File: src/rtl/plot_pixel_sequencer_pkg.sv
`default_nettype none
// +----------------------------------------------------------------------+
// | plotter_pkg                                                          |
// | Shared types and default geometry for the plotter pixel pipeline     |
// | (sequencer and plotter controller).                                  |
// | Revision: 1.0                                                        |
// +----------------------------------------------------------------------+
package plotter_pkg;

  // Default image geometry; must match the plotter row capacity.
  localparam int IMG_W_DEF    = 72;
  localparam int IMG_H_DEF    = 96;
  localparam int PIX_BITS_DEF = 8;
  localparam int BRAM_LAT_DEF = 2;
  localparam int ADDR_W_DEF   = 13;

  // Row index width exposed for debug LEDs.
  localparam int ROW_W = 7;

  typedef enum logic [1:0] {
    SEQ_IDLE  = 2'd0,
    SEQ_PRIME = 2'd1,
    SEQ_RUN   = 2'd2,
    SEQ_DONE  = 2'd3
  } seq_state_t;

  // Width of a down-counter that has to hold lat-1.
  function automatic int lat_cnt_width(input int lat);
    return (lat < 2) ? 1 : $clog2(lat);
  endfunction

endpackage
`default_nettype wire

File: src/rtl/plot_pixel_sequencer_if.sv
`default_nettype none
// +----------------------------------------------------------------------+
// | plot_pixel_sequencer_if                                              |
// | Control, frame-BRAM read and plotter handshake signals of the pixel  |
// | sequencer. slave = sequencer side, master = environment side.        |
// | Revision: 1.0                                                        |
// +----------------------------------------------------------------------+
interface plot_pixel_sequencer_if
  import plotter_pkg::*;
#(
  parameter int PIX_BITS = PIX_BITS_DEF,
  parameter int ADDR_W   = ADDR_W_DEF
) ();

  logic                start;
  logic [PIX_BITS-1:0] threshold;
  logic [ADDR_W-1:0]   bram_addr;
  logic [PIX_BITS-1:0] bram_data;
  logic                ready_next_pixel;
  logic                pixel_value_out;
  logic                busy;
  logic                done;
  logic                underrun;
  logic [ROW_W-1:0]    row_idx;

  modport slave (
    input  start, threshold, bram_data, ready_next_pixel,
    output bram_addr, pixel_value_out, busy, done, underrun, row_idx
  );

  modport master (
    output start, threshold, bram_data, ready_next_pixel,
    input  bram_addr, pixel_value_out, busy, done, underrun, row_idx
  );

endinterface
`default_nettype wire

File: src/rtl/plot_pixel_sequencer_raster_addr_gen.sv
`default_nettype none
// +----------------------------------------------------------------------+
// | raster_addr_gen                                                      |
// | Raster-order pixel index: column/row counters plus a row base        |
// | accumulator (+IMG_W per row) so no multiplier is needed.             |
// | Revision: 1.0                                                        |
// +----------------------------------------------------------------------+
module raster_addr_gen #(
  parameter int IMG_W  = 72,
  parameter int IMG_H  = 96,
  parameter int ADDR_W = 13,
  parameter int ROW_W  = 7
) (
  input  logic              clk_100mhz,
  input  logic              rst,
  input  logic              clear,
  input  logic              advance,
  output logic [ADDR_W-1:0] addr,
  output logic [ROW_W-1:0]  row,
  output logic              last
);

  localparam int COL_W = (IMG_W > 1) ? $clog2(IMG_W) : 1;

  logic [COL_W-1:0]  col;
  logic [ADDR_W-1:0] base;
  logic              row_end;

  assign row_end = (col == COL_W'(IMG_W - 1));
  assign last    = row_end && (row == ROW_W'(IMG_H - 1));

  // Step the index; addr is kept registered as base + col.
  always_ff @(posedge clk_100mhz) begin
    if (rst || clear) begin
      col  <= '0;
      row  <= '0;
      base <= '0;
      addr <= '0;
    end else if (advance) begin
      if (row_end) begin
        col  <= '0;
        row  <= row + ROW_W'(1);
        base <= base + ADDR_W'(IMG_W);
        addr <= base + ADDR_W'(IMG_W);
      end else begin
        col  <= col + COL_W'(1);
        addr <= addr + ADDR_W'(1);
      end
    end
  end

endmodule
`default_nettype wire

File: src/rtl/plot_pixel_sequencer.sv
`default_nettype none
// +----------------------------------------------------------------------+
// | plot_pixel_sequencer                                                 |
// | Streams a greyscale frame from BRAM in raster order, thresholds each |
// | sample to ink/blank and hands one pixel to the plotter per rising    |
// | edge of ready_next_pixel, keeping one pixel prefetched.              |
// | Revision: 1.0                                                        |
// +----------------------------------------------------------------------+
module plot_pixel_sequencer
  import plotter_pkg::*;
#(
  parameter int IMG_W    = IMG_W_DEF,
  parameter int IMG_H    = IMG_H_DEF,
  parameter int PIX_BITS = PIX_BITS_DEF,
  parameter int BRAM_LAT = BRAM_LAT_DEF,
  parameter int ADDR_W   = ADDR_W_DEF
) (
  input  logic                 clk_100mhz,
  input  logic                 rst,
  plot_pixel_sequencer_if.slave bus
);

  localparam int CNT_W = lat_cnt_width(BRAM_LAT);

  seq_state_t          state;
  logic                ready_q;
  logic                start_q;
  logic                in_flight;
  logic [CNT_W-1:0]    wait_cnt;
  logic                fetch_exhausted;
  logic                cur;
  logic                nxt;
  logic                nxt_valid;
  logic                busy;
  logic                done;
  logic                underrun;

  logic                consume;
  logic                start_edge;
  logic                start_go;
  logic                run_consume;
  logic                fetch_cplt;
  logic                slot_ok;
  logic                issue;
  logic                ink;
  logic [PIX_BITS-1:0] sample;

  logic [ADDR_W-1:0]   fetch_addr;
  logic [ROW_W-1:0]    fetch_row;
  logic                fetch_last;
  logic [ADDR_W-1:0]   pres_addr;
  logic [ROW_W-1:0]    pres_row;
  logic                pres_last;
  logic                unused_bits;

  assign consume     = bus.ready_next_pixel & ~ready_q;
  assign start_edge  = bus.start & ~start_q;
  assign start_go    = start_edge && (state == SEQ_IDLE || state == SEQ_DONE);
  assign run_consume = consume && (state == SEQ_RUN);
  assign fetch_cplt  = in_flight && (wait_cnt == '0);
  assign sample      = bus.bram_data;
  assign ink         = (sample < bus.threshold);
  assign unused_bits = ^{pres_addr, fetch_row};

  // Decide whether a new read can go out: one read outstanding, and the
  // result must have somewhere to land once the current one is placed.
  always_comb begin
    slot_ok = 1'b0;
    case (state)
      SEQ_PRIME: slot_ok = 1'b1;
      SEQ_RUN:   slot_ok = run_consume ? !pres_last : (!nxt_valid && !fetch_cplt);
      default:   slot_ok = 1'b0;
    endcase
    issue = slot_ok && (!in_flight || fetch_cplt) && !fetch_exhausted;
  end

  raster_addr_gen #(
    .IMG_W  (IMG_W),
    .IMG_H  (IMG_H),
    .ADDR_W (ADDR_W),
    .ROW_W  (ROW_W)
  ) u_fetch_idx (
    .clk_100mhz (clk_100mhz),
    .rst        (rst),
    .clear      (start_go),
    .advance    (issue),
    .addr       (fetch_addr),
    .row        (fetch_row),
    .last       (fetch_last)
  );

  raster_addr_gen #(
    .IMG_W  (IMG_W),
    .IMG_H  (IMG_H),
    .ADDR_W (ADDR_W),
    .ROW_W  (ROW_W)
  ) u_pres_idx (
    .clk_100mhz (clk_100mhz),
    .rst        (rst),
    .clear      (start_go),
    .advance    (run_consume),
    .addr       (pres_addr),
    .row        (pres_row),
    .last       (pres_last)
  );

  // Sequencer FSM with fetch engine, edge history and registered outputs.
  always_ff @(posedge clk_100mhz) begin
    if (rst) begin
      state           <= SEQ_IDLE;
      ready_q         <= 1'b0;
      start_q         <= 1'b0;
      in_flight       <= 1'b0;
      wait_cnt        <= '0;
      fetch_exhausted <= 1'b0;
      cur             <= 1'b0;
      nxt             <= 1'b0;
      nxt_valid       <= 1'b0;
      busy            <= 1'b0;
      done            <= 1'b0;
      underrun        <= 1'b0;
    end else begin
      ready_q <= bus.ready_next_pixel;
      start_q <= bus.start;

      if (issue) begin
        in_flight <= 1'b1;
        wait_cnt  <= CNT_W'(BRAM_LAT - 1);
        if (fetch_last) fetch_exhausted <= 1'b1;
      end else if (fetch_cplt) begin
        in_flight <= 1'b0;
      end else if (in_flight) begin
        wait_cnt <= wait_cnt - CNT_W'(1);
      end

      case (state)
        SEQ_IDLE, SEQ_DONE: begin
          // A restart also drops any read still in flight from a prior image.
          if (start_edge) begin
            state           <= SEQ_PRIME;
            busy            <= 1'b1;
            done            <= 1'b0;
            underrun        <= 1'b0;
            cur             <= 1'b0;
            nxt             <= 1'b0;
            nxt_valid       <= 1'b0;
            in_flight       <= 1'b0;
            fetch_exhausted <= 1'b0;
          end
        end
        SEQ_PRIME: begin
          if (fetch_cplt) begin
            cur   <= ink;
            state <= SEQ_RUN;
          end
        end
        SEQ_RUN: begin
          if (consume) begin
            if (pres_last) begin
              state     <= SEQ_DONE;
              cur       <= 1'b0;
              nxt_valid <= 1'b0;
              busy      <= 1'b0;
              done      <= 1'b1;
            end else if (nxt_valid) begin
              cur       <= nxt;
              nxt_valid <= 1'b0;
            end else if (fetch_cplt) begin
              cur <= ink;
            end else begin
              cur      <= 1'b0;
              underrun <= 1'b1;
            end
          end else if (fetch_cplt) begin
            nxt       <= ink;
            nxt_valid <= 1'b1;
          end
        end
        default: state <= SEQ_IDLE;
      endcase
    end
  end

  assign bus.bram_addr       = fetch_addr;
  assign bus.pixel_value_out = cur;
  assign bus.busy            = busy;
  assign bus.done            = done;
  assign bus.underrun        = underrun;
  assign bus.row_idx         = pres_row;

endmodule
`default_nettype wire
File: src/flat_wrapper.sv
// flat-port wrapper written by rule: the top's interface ports become plain ports
module plot_pixel_sequencer_flat import plotter_pkg::*;
#(
  parameter int IMG_W    = IMG_W_DEF,
  parameter int IMG_H    = IMG_H_DEF,
  parameter int PIX_BITS = PIX_BITS_DEF,
  parameter int BRAM_LAT = BRAM_LAT_DEF,
  parameter int ADDR_W   = ADDR_W_DEF
)
  (clk_100mhz, rst, bus_start, bus_threshold, bus_bram_data, bus_ready_next_pixel, bus_bram_addr, bus_pixel_value_out, bus_busy, bus_done, bus_underrun, bus_row_idx);
  plot_pixel_sequencer_if #(.PIX_BITS(PIX_BITS), .ADDR_W(ADDR_W)) bus_i ();
  input  logic clk_100mhz;
  input  logic rst;
  input wire logic [$bits(bus_i.start)-1:0] bus_start;
  input wire logic [$bits(bus_i.threshold)-1:0] bus_threshold;
  input wire logic [$bits(bus_i.bram_data)-1:0] bus_bram_data;
  input wire logic [$bits(bus_i.ready_next_pixel)-1:0] bus_ready_next_pixel;
  output wire logic [$bits(bus_i.bram_addr)-1:0] bus_bram_addr;
  output wire logic [$bits(bus_i.pixel_value_out)-1:0] bus_pixel_value_out;
  output wire logic [$bits(bus_i.busy)-1:0] bus_busy;
  output wire logic [$bits(bus_i.done)-1:0] bus_done;
  output wire logic [$bits(bus_i.underrun)-1:0] bus_underrun;
  output wire logic [$bits(bus_i.row_idx)-1:0] bus_row_idx;
  assign bus_i.start = bus_start;
  assign bus_i.threshold = bus_threshold;
  assign bus_i.bram_data = bus_bram_data;
  assign bus_i.ready_next_pixel = bus_ready_next_pixel;
  assign bus_bram_addr = bus_i.bram_addr;
  assign bus_pixel_value_out = bus_i.pixel_value_out;
  assign bus_busy = bus_i.busy;
  assign bus_done = bus_i.done;
  assign bus_underrun = bus_i.underrun;
  assign bus_row_idx = bus_i.row_idx;
  plot_pixel_sequencer #(.IMG_W(IMG_W), .IMG_H(IMG_H), .PIX_BITS(PIX_BITS), .BRAM_LAT(BRAM_LAT), .ADDR_W(ADDR_W)) u_core (.clk_100mhz(clk_100mhz), .rst(rst), .bus(bus_i));
endmodule
File: config.mk
export PLATFORM = sky130hd
export DESIGN_NAME = plot_pixel_sequencer_flat
export DESIGN_NICKNAME = d
export VERILOG_FILES = /design/src/rtl/plot_pixel_sequencer_pkg.sv /design/src/rtl/plot_pixel_sequencer_if.sv /design/src/rtl/plot_pixel_sequencer_raster_addr_gen.sv /design/src/rtl/plot_pixel_sequencer.sv /design/src/flat_wrapper.sv
export SDC_FILE = /design/constraint.sdc
export NUM_CORES = 1
export LEC_CHECK = 0
export CORE_MARGIN = 2
export CORE_UTILIZATION = 47
export DETAILED_ROUTE_END_ITERATION = 6
export PLACE_DENSITY = 0.65
export SLEW_MARGIN = 20
export SYNTH_ARGS = -nofsm -noshare
export SYNTH_HDL_FRONTEND = slang
export SYNTH_HIERARCHICAL = 1
export SYNTH_SLANG_ARGS = --single-unit
export TNS_END_PERCENT = 20
File: constraint.sdc
create_clock -name clk_100mhz -period 4.31 [get_ports clk_100mhz]
set_clock_uncertainty 0.2 [all_clocks]
set_input_delay 1.293 -clock clk_100mhz [delete_from_list [all_inputs] [get_ports clk_100mhz]]
set_output_delay 1.293 -clock clk_100mhz [all_outputs]
set_load 0.05 [all_outputs]
==> results_dict.tcl, run 1 <==
set metrics [dict create \
    max_freq_mhz 269 \
    switchingPower_uw 526 \
    hpwl_microns 5230 \
    reg2reg_slack_ns 0.96 \
    wl_microns 7460 \
    drive_gt1_share_pct 8.65 \
    post_cts_buffers 0 \
    first_iter_violations 83 \
    syn_avg_cell_area_sq_um 8.16 \
    hp-class "reg -> reg" \
    tightest_slew_ns 0.596 \
    grt_start_max_net_pins 31 \
    drc 0 \
    fin_nets 505 \
    slew_headroom_pct 60.3 \
    p_int_uw 1160 \
    cts_hold_buf 0 \
    min_period_ns 3.72 \
    io_pins 44 \
    crit_path_end_kind "register" \
    cts_resized 0 \
    grt_first_pass_wirelength_microns 13300 \
    ant_nets 0 \
    die_area_sq_um 8220 \
    drv_slew 0 \
    die_h_microns 90.7 \
    coreArea_sq_um 7250 \
    firstDrtPassIters 4 \
    holdWs_ns 0.279 \
    path_max_fanout 11 \
    critPathRequiredTime_ns 4.31 \
    syn_inst 433 \
    cts_max_level 3 \
    viasPerCell 5.30 \
    drv_cap 0 \
    cts_root_buffer "clkbuf_8" \
    p_sw_share_pct 31.2 \
    synth_fp_nets 469 \
    seqPwrFrac_pct 38.3 \
    clk_pin_slew_ns 0.07 \
    fin_crit_sh_pct 86.3 \
    comb_power_share_pct 24.3 \
    num_rows 31 \
    cts_buffers 9 \
    synth.cell_area_sq_um 3530 \
    start_util_pct 48.7 \
    grt_overflow 0 \
    fin_setup_tns_ns 0 \
    clkLatencyLatePin_ns 0.34 \
    leakagePower_uw 0.00152 \
    path_class "in -> reg" \
    rsz0062_at_grt "false" \
    grt_pass1_vias 2987 \
    setup_violations 0 \
    clkPwrFrac_pct 37.4 \
    gp_congestion 0.867 \
    grt_usage_pct 19.2 \
    synth_warnings 6 \
    status "complete, no violations" \
    startpoint_type "input port" \
    n_antenna_cell 0 \
    power_density_nw_per_um2 396 \
    cts_tree "done" \
    io_buffers 43 \
    clock_sinks 64 \
    die_w_microns 90.7 \
    wl_per_cell_microns 13.0 \
    area_delta_synth_final_pct 20.5 \
    peakVddDrop_uv 199 \
    arrival_ns 3.72 \
    antenna_found_initial 0 \
    hold_viol 0 \
    clockBufferDepth 2 \
    num_vias 3037 \
]
cells in the final DEF (no fill, tap or decap), types with 8 or more instances in the layout:
cell,count
xnor2_1,17
dfxtp_1,64
nand4_1,14
xor2_1,18
nor2b_1,8
nand2_1,53
ha_1,16
nand3_1,10
clkbuf_8,9
clkdlybuf4s50_1,43
inv_1,15
a21oi_1,26
nor2_1,55
nor3_1,14
o21ai_0,18
per-stage QoR:
| stage | cell area (sq um) | worst slack, ns | instances | util (%) | total power (uW) |
|---|---|---|---|---|---|
| 2_1_floorplan | 3530 | 1.07 | 433 | - | 976 |
| 3_5_place_dp | 4010 | 0.262 | 557 | 55.3 | 1070 |
| 3_3_place_gp | 4010 | 0.301 | 557 | 55.3 | 1070 |
| 5_1_grt | 4260 | 0.460 | 573 | 58.7 | 1780 |
| 4_1_cts | 4260 | 0.583 | 573 | 58.7 | 1700 |
| 6_report | 4260 | 0.592 | 573 | 58.7 | 1690 |
critical path: stages:
cell,delay (ns)
clkdlybuf4s50_1,0.56
or3b_1,0.37
o31ai_1,0.07
a21o_2,0.18
nand2_1,0.08
a21oi_2,0.14
nand4_1,0.14
or2_1,0.40
nor3_1,0.28
xnor2_1,0.14
nor2_1,0.05
per-layer routing:
layer	share of wire, %	global-route usage (%)
met1	48	24.1
met2	48	32.3
met3	3.1	3.42
met4	0.91	8.46
met5	0	0
flip-flops by register name (all words and copies together) (netlist names), 2 cells and up:
register                 flops
u_core/u_fetch_idx/row       7
u_core/u_fetch_idx/col       7
u_core/u_fetch_idx/addr     13
u_core/u_fetch_idx/base     10
u_core/state                 2
u_core/u_pres_idx/col        7
u_core/u_pres_idx/row        7
final cells by class:
class | instances | area [sq um]
clock inverters | 7 | 120
well taps | 99 | 124
inverters | 15 | 56.3
clock buffers | 9 | 124
repair buffers | 47 | 460
multi-input cells | 332 | 2090
fillers | 719 | 3000
flip-flops and latches | 64 | 1280
power by group through the flow:
stage / sequential, uW / combinational (uW) / clock, uW
after floorplan: 689 / 287 / 0
after global placement: 660 / 406 / 0
after detailed placement: 660 / 410 / 0
after CTS: 647 / 412 / 644
after global routing: 652 / 455 / 675
final: 646 / 409 / 631
worst paths after layout:
| kind | start | cells after the start | to |
|---|---|---|---|
| worst max-delay path | bus_ready_next_pixel | 11 | u_core/u_fetch_idx/base[12] |
| worst min-delay path | u_core/state[1] | 2 | u_core/state[1] |
| worst max register to register | u_core/u_pres_idx/col[3] | 15 | u_core/u_fetch_idx/base[12] |
| worst min register to register | u_core/state[1] | 2 | u_core/state[1] |
Note: power is estimated with default switching activity, not from simulation.
==> inputs of run 2 (changes only) <==
--- a/config.mk
+++ b/config.mk
@@ -8,6 +8,7 @@
 export CORE_MARGIN = 2
 export CORE_UTILIZATION = 47
 export DETAILED_ROUTE_END_ITERATION = 6
+export GPL_TIMING_DRIVEN = 0
 export PLACE_DENSITY = 0.65
 export SLEW_MARGIN = 20
 export SYNTH_ARGS = -nofsm -noshare
==> results_dict.tcl, run 2 (synthesized netlist as in run 1, its figures left out) <==
set metrics [dict create \
    crit_buf_inv 3 \
    hp-class "reg -> reg" \
    grt_pass1_vias 3139 \
    path_class "in -> reg" \
    rr_worst_depth 14 \
    slew_headroom_pct 50.1 \
    critPathRequiredTime_ns 4.32 \
    gp_congestion 0.871 \
    leakagePower_uw 0.00151 \
    clock_sinks 64 \
    start_util_pct 48.7 \
    num_vias 3178 \
    path_delay_family "buffers and inverters" \
    clk_pin_slew_ns 0.07 \
    top_regs "u_core/u_fetch_idx/addr: 13 flops, u_core/u_fetch_idx/base: 10 flops" \
    drc 0 \
    top_register "u_core/u_fetch_idx/addr" \
    peakVddDrop_uv 159 \
    clkLatencyLatePin_ns 0.35 \
    startpoint_type "input port" \
    power_uw 1560 \
    drv_slew 0 \
    max_freq_mhz 250 \
    path_max_fanout 10 \
    cpMaxStageDelayCell "clkdlybuf4s50_1" \
    cts_max_level 3 \
    cts_buffers 9 \
    fin_nets 523 \
    min_period_ns 4.00 \
    firstDrtPassIters 4 \
    viasPerCell 5.38 \
    n_antenna_cell 0 \
    n_fill_cell 694 \
    largest_reg_flops 13 \
    cts_hold_buf 0 \
    die_area_sq_um 8220 \
    ant_nets 0 \
    layout_commonest_cell "dfxtp_1" \
    first_iter_violations 123 \
    hold_viol 0 \
    crit_path_end_kind "register" \
    cts_resized 0 \
    holdWs_ns 0.278 \
    wl_per_cell_microns 13.2 \
    worstSetupStartpoint "bus_ready_next_pixel" \
    clockBufferDepth 2 \
    grt_first_pass_wirelength_microns 14000 \
    path_cells "clkdlybuf4s50_1 > or3b_1 > o31ai_1 > a21o_2 > nand2_1 > a21oi_1 > clkbuf_1 > clkbuf_1 > o21ai_1 > a221oi_1 > nor2_1" \
    r2r-start "u_core/u_pres_idx/col[3]" \
    drive_gt1_share_pct 8.33 \
    coreArea_sq_um 7250 \
    post_cts_buffers 0 \
    final_cell_mix "dfxtp_1, nor2_1, nand2_1" \
    io_buffers 43 \
    grt_usage_pct 20.6 \
    r2r_end "u_core/u_fetch_idx/addr[4]" \
    whs_path_depth 2 \
    io_pins 44 \
    die_w_microns 90.7 \
    antenna_found_initial 0 \
    grt_start_max_net_pins 13 \
    area_delta_synth_final_pct 20.8 \
    reg2reg_slack_ns 0.56 \
    place_area_sq_um 4090 \
    drv_cap 0 \
    wl_microns 7800 \
    num_rows 31 \
    rsz0062_at_grt "false" \
    status "complete, no violations" \
    crit_top_cell "clkbuf_1" \
    cts_tree "done" \
    min_to "u_core/nxt" \
    max_stage_delay_ns 0.55 \
    hpwl_microns 5760 \
    arrival_ns 4.01 \
    hold_start "u_core/nxt" \
    fin_crit_sh_pct 92.9 \
    finalInstanceArea_sq_um 4270 \
    tightest_slew_ns 0.743 \
    grt_overflow 0 \
    cts_root_buffer "clkbuf_8" \
    power_density_nw_per_um2 365 \
    setup_violations 0 \
    die_h_microns 90.7 \
]
run 2: layer usage:
layer | vias to the layer above | wire length (microns) | track usage [%]
met5 | - | 0 | 0
met4 | 0 | 126 | 9.49
met3 | 10 | 282 | 3.67
met2 | 63 | 3670 | 34.1
met1 | 1487 | 3720 | 26.0
li1 | 1618 | - | -
run 2: cell type report:
type / instances / area (sq um) / area share [%]
clock inverters: 6 / 43.8 / 1.03
well taps: 99 / 124 / 2.90
flip-flops and latches: 64 / 1280 / 30.0
repair buffers: 43 / 430 / 10.1
plain buffers: 22 / 108 / 2.52
inverters: 15 / 56.3 / 1.32
clock buffers: 10 / 138 / 3.22
multi-input cells: 332 / 2090 / 48.9
run 2: how the worst max path moves through the flow:
stage / end / slack [ns] / depth (start not counted)
after global placement: u_core/u_fetch_idx/addr[10] / -0.04 / 11
final: u_core/u_fetch_idx/addr[6] / 0.31 / 11
after floorplan: u_core/u_fetch_idx/addr[6] / 1.07 / 10
after CTS: u_core/u_fetch_idx/addr[6] / 0.34 / 11
after global routing: u_core/u_fetch_idx/addr[6] / 0.07 / 11
after detailed placement: u_core/u_fetch_idx/addr[6] / -0.02 / 11
run 2: metrics by stage:
step           setup slack (ns)  setup TNS [ns]  instances  util [%]
2_1_floorplan              1.07               0        433         -
3_3_place_gp            -0.0432         -0.0761        575      56.3
3_5_place_dp            -0.0192         -0.0284        575      56.3
5_1_grt                  0.0746               0        591      58.8
6_report                  0.307               0        591      58.8
4_1_cts                   0.343               0        591      58.8
run 2: power breakdown:
group,internal [uW],switching [uW],total [uW]
registers,620,26.0,646
clock network,226,248,474
logic,166,271,437
run 2: worst register-to-register path: cells and delay by family (launching register included):
kind                   cells  cell delay [ns]
AND/OR/NAND/NOR            7             1.69
buffers and inverters      3             0.73
flip-flops                 1             0.39
AO/OA/AOI/OAI              4             0.62
==> inputs of run 3 (changes only) <==
--- a/config.mk
+++ b/config.mk
@@ -9,7 +9,7 @@
 export CORE_UTILIZATION = 47
 export DETAILED_ROUTE_END_ITERATION = 6
 export GPL_TIMING_DRIVEN = 0
-export PLACE_DENSITY = 0.65
+export PLACE_DENSITY = 0.67
 export SLEW_MARGIN = 20
 export SYNTH_ARGS = -nofsm -noshare
 export SYNTH_HDL_FRONTEND = slang
==> results_dict.tcl, run 3 (synthesized netlist as in run 1, its figures left out) <==
set metrics [dict create \
    wl_per_cell_microns 13.4 \
    top_regs "u_core/u_fetch_idx/addr: 13 flops, u_core/u_fetch_idx/base: 10 flops" \
    antenna_found_initial 0 \
    first_iter_violations 120 \
    num_rows 31 \
    max_stage_delay_ns 0.55 \
    min_period_ns 4.01 \
    grt_overflow 0 \
    clockBufferDepth 2 \
    start_util_pct 48.7 \
    post-place-ws_ns -0.0554 \
    met3_usage_pct 3.84 \
    n_antenna_cell 0 \
    crit_path_end_kind "register" \
    drv_slew 0 \
    layout_commonest_cell "dfxtp_1" \
    final_cell_mix "dfxtp_1, nor2_1, nand2_1" \
    coreArea_sq_um 7250 \
    path_max_fanout 10 \
    slew_headroom_pct 53.4 \
    wl_microns 7910 \
    arrival_ns 4.00 \
    drv_cap 0 \
    n_fill_cell 696 \
    io_buffers 43 \
    fin_setup_tns_ns 0 \
    fin_crit_sh_pct 93.1 \
    hpwl_microns 5700 \
    tightest_slew_ns 0.693 \
    area_delta_synth_final_pct 21.3 \
    clkLatencyLatePin_ns 0.33 \
    hp-class "reg -> reg" \
    setup_violations 0 \
    busiest_layer "met2" \
    drc 0 \
    post_cts_buffers 0 \
    critPathRequiredTime_ns 4.30 \
    cts_max_level 3 \
    grt_start_max_net_pins 11 \
    max_freq_mhz 249 \
    firstDrtPassIters 4 \
    largest_reg_flops 13 \
    cts_root_buffer "clkbuf_8" \
    cts_hold_buf 0 \
    die_area_sq_um 8220 \
    ant_nets 0 \
    cts_buffers 9 \
    grt_usage_pct 20.0 \
    cpMaxStageDelayCell "clkdlybuf4s50_1" \
    path_cells "clkdlybuf4s50_1 > or3b_1 > o31ai_1 > a21o_2 > nand2_1 > a21oi_1 > clkbuf_1 > clkbuf_1 > o21ai_0 > a2bb2oi_1 > a21oi_1" \
    top_register "u_core/u_fetch_idx/addr" \
    die_w_microns 90.7 \
    status "complete, no violations" \
    path_delay_family "buffers and inverters" \
    drive_gt1_share_pct 7.93 \
    hold_viol 0 \
    io_pins 44 \
    peakVddDrop_uv 168 \
    grt_pass1_vias 3039 \
    startpoint_type "input port" \
    clock_sinks 64 \
    power_density_nw_per_um2 375 \
    cts_resized 0 \
    rsz0062_at_grt "false" \
    path_class "in -> reg" \
    fin_nets 523 \
    die_h_microns 90.7 \
    grt_first_pass_wirelength_microns 13600 \
    viasPerCell 5.38 \
    gr-usage-met2_pct 34.0 \
    cts_tree "done" \
    clk_pin_slew_ns 0.07 \
    gr-usage-met1_pct 24.2 \
    num_vias 3180 \
    fin_ws_ns 0.296 \
    crit_buf_inv 3 \
    leakagePower_uw 0.00153 \
    gp_congestion 0.834 \
]
## run 3: changes by cell type in the layout (fill, tap and decap cells not counted)
cell        previous run  this run
clkbuf_1              14        16
bufinv_16              0         1
inv_6                  1         0
clkinvlp_4             1         0
clkinv_4               2         0
clkbuf_8              10        11
## run 3: report_power, final
part           total [uW]  switching [uW]  internal [uW]
logic                 439             273            166
clock network         520             222            297
registers             648            28.0            620
total                1610             523           1080
## run 3: path summary, 6_finish.rpt
check	from	to	slack, ns	cells past startpoint
worst min register to register	u_core/nxt	u_core/nxt	0.28	2
worst min-delay path	u_core/nxt	u_core/nxt	0.28	2
worst max-delay path	bus_ready_next_pixel	u_core/u_fetch_idx/addr[10]	0.30	11
worst max register to register	u_core/u_pres_idx/col[3]	u_core/u_fetch_idx/addr[7]	0.58	14
## run 3: metal layers
metal  routed length [microns]  up-vias  part of all wire [%]
met3                       278       16                   3.5
met4                       158        0                   2.0
met1                      3640     1492                    46
li1                          -     1613                     -
met5                         0        -                     0
met2                      3840       59                    49
## run 3: layout make-up
type | count | area, sq um | area share, %
Buffer | 22 | 108 | 2.51
Sequential cell | 64 | 1280 | 29.9
Tap cell | 99 | 124 | 2.89
Multi-Input combinational cell | 332 | 2090 | 48.7
Clock buffer | 13 | 159 | 3.71
Inverter | 15 | 56.3 | 1.31
Timing Repair Buffer | 43 | 430 | 10.0
Clock inverter | 3 | 40.0 | 0.934
## run 3: worst min-delay path: cells and delay by family (launching register included)
kind	cells	cell delay [ns]
simple gates	1	0.06
flops	1	0.32
compound gates	1	0.05
## run 3: stage by stage
stage          cell area [sq um]  hold WS (ns)  cells  power (uW)  util (%)
2_1_floorplan               3530         0.242    433         976         -
3_3_place_gp                4090         0.259    575        1090      56.3
3_5_place_dp                4090         0.270    575        1100      56.3
4_1_cts                     4290         0.279    591        1620      59.1
5_1_grt                     4290         0.318    591        1700      59.1
6_report                    4290         0.282    591        1610      59.1
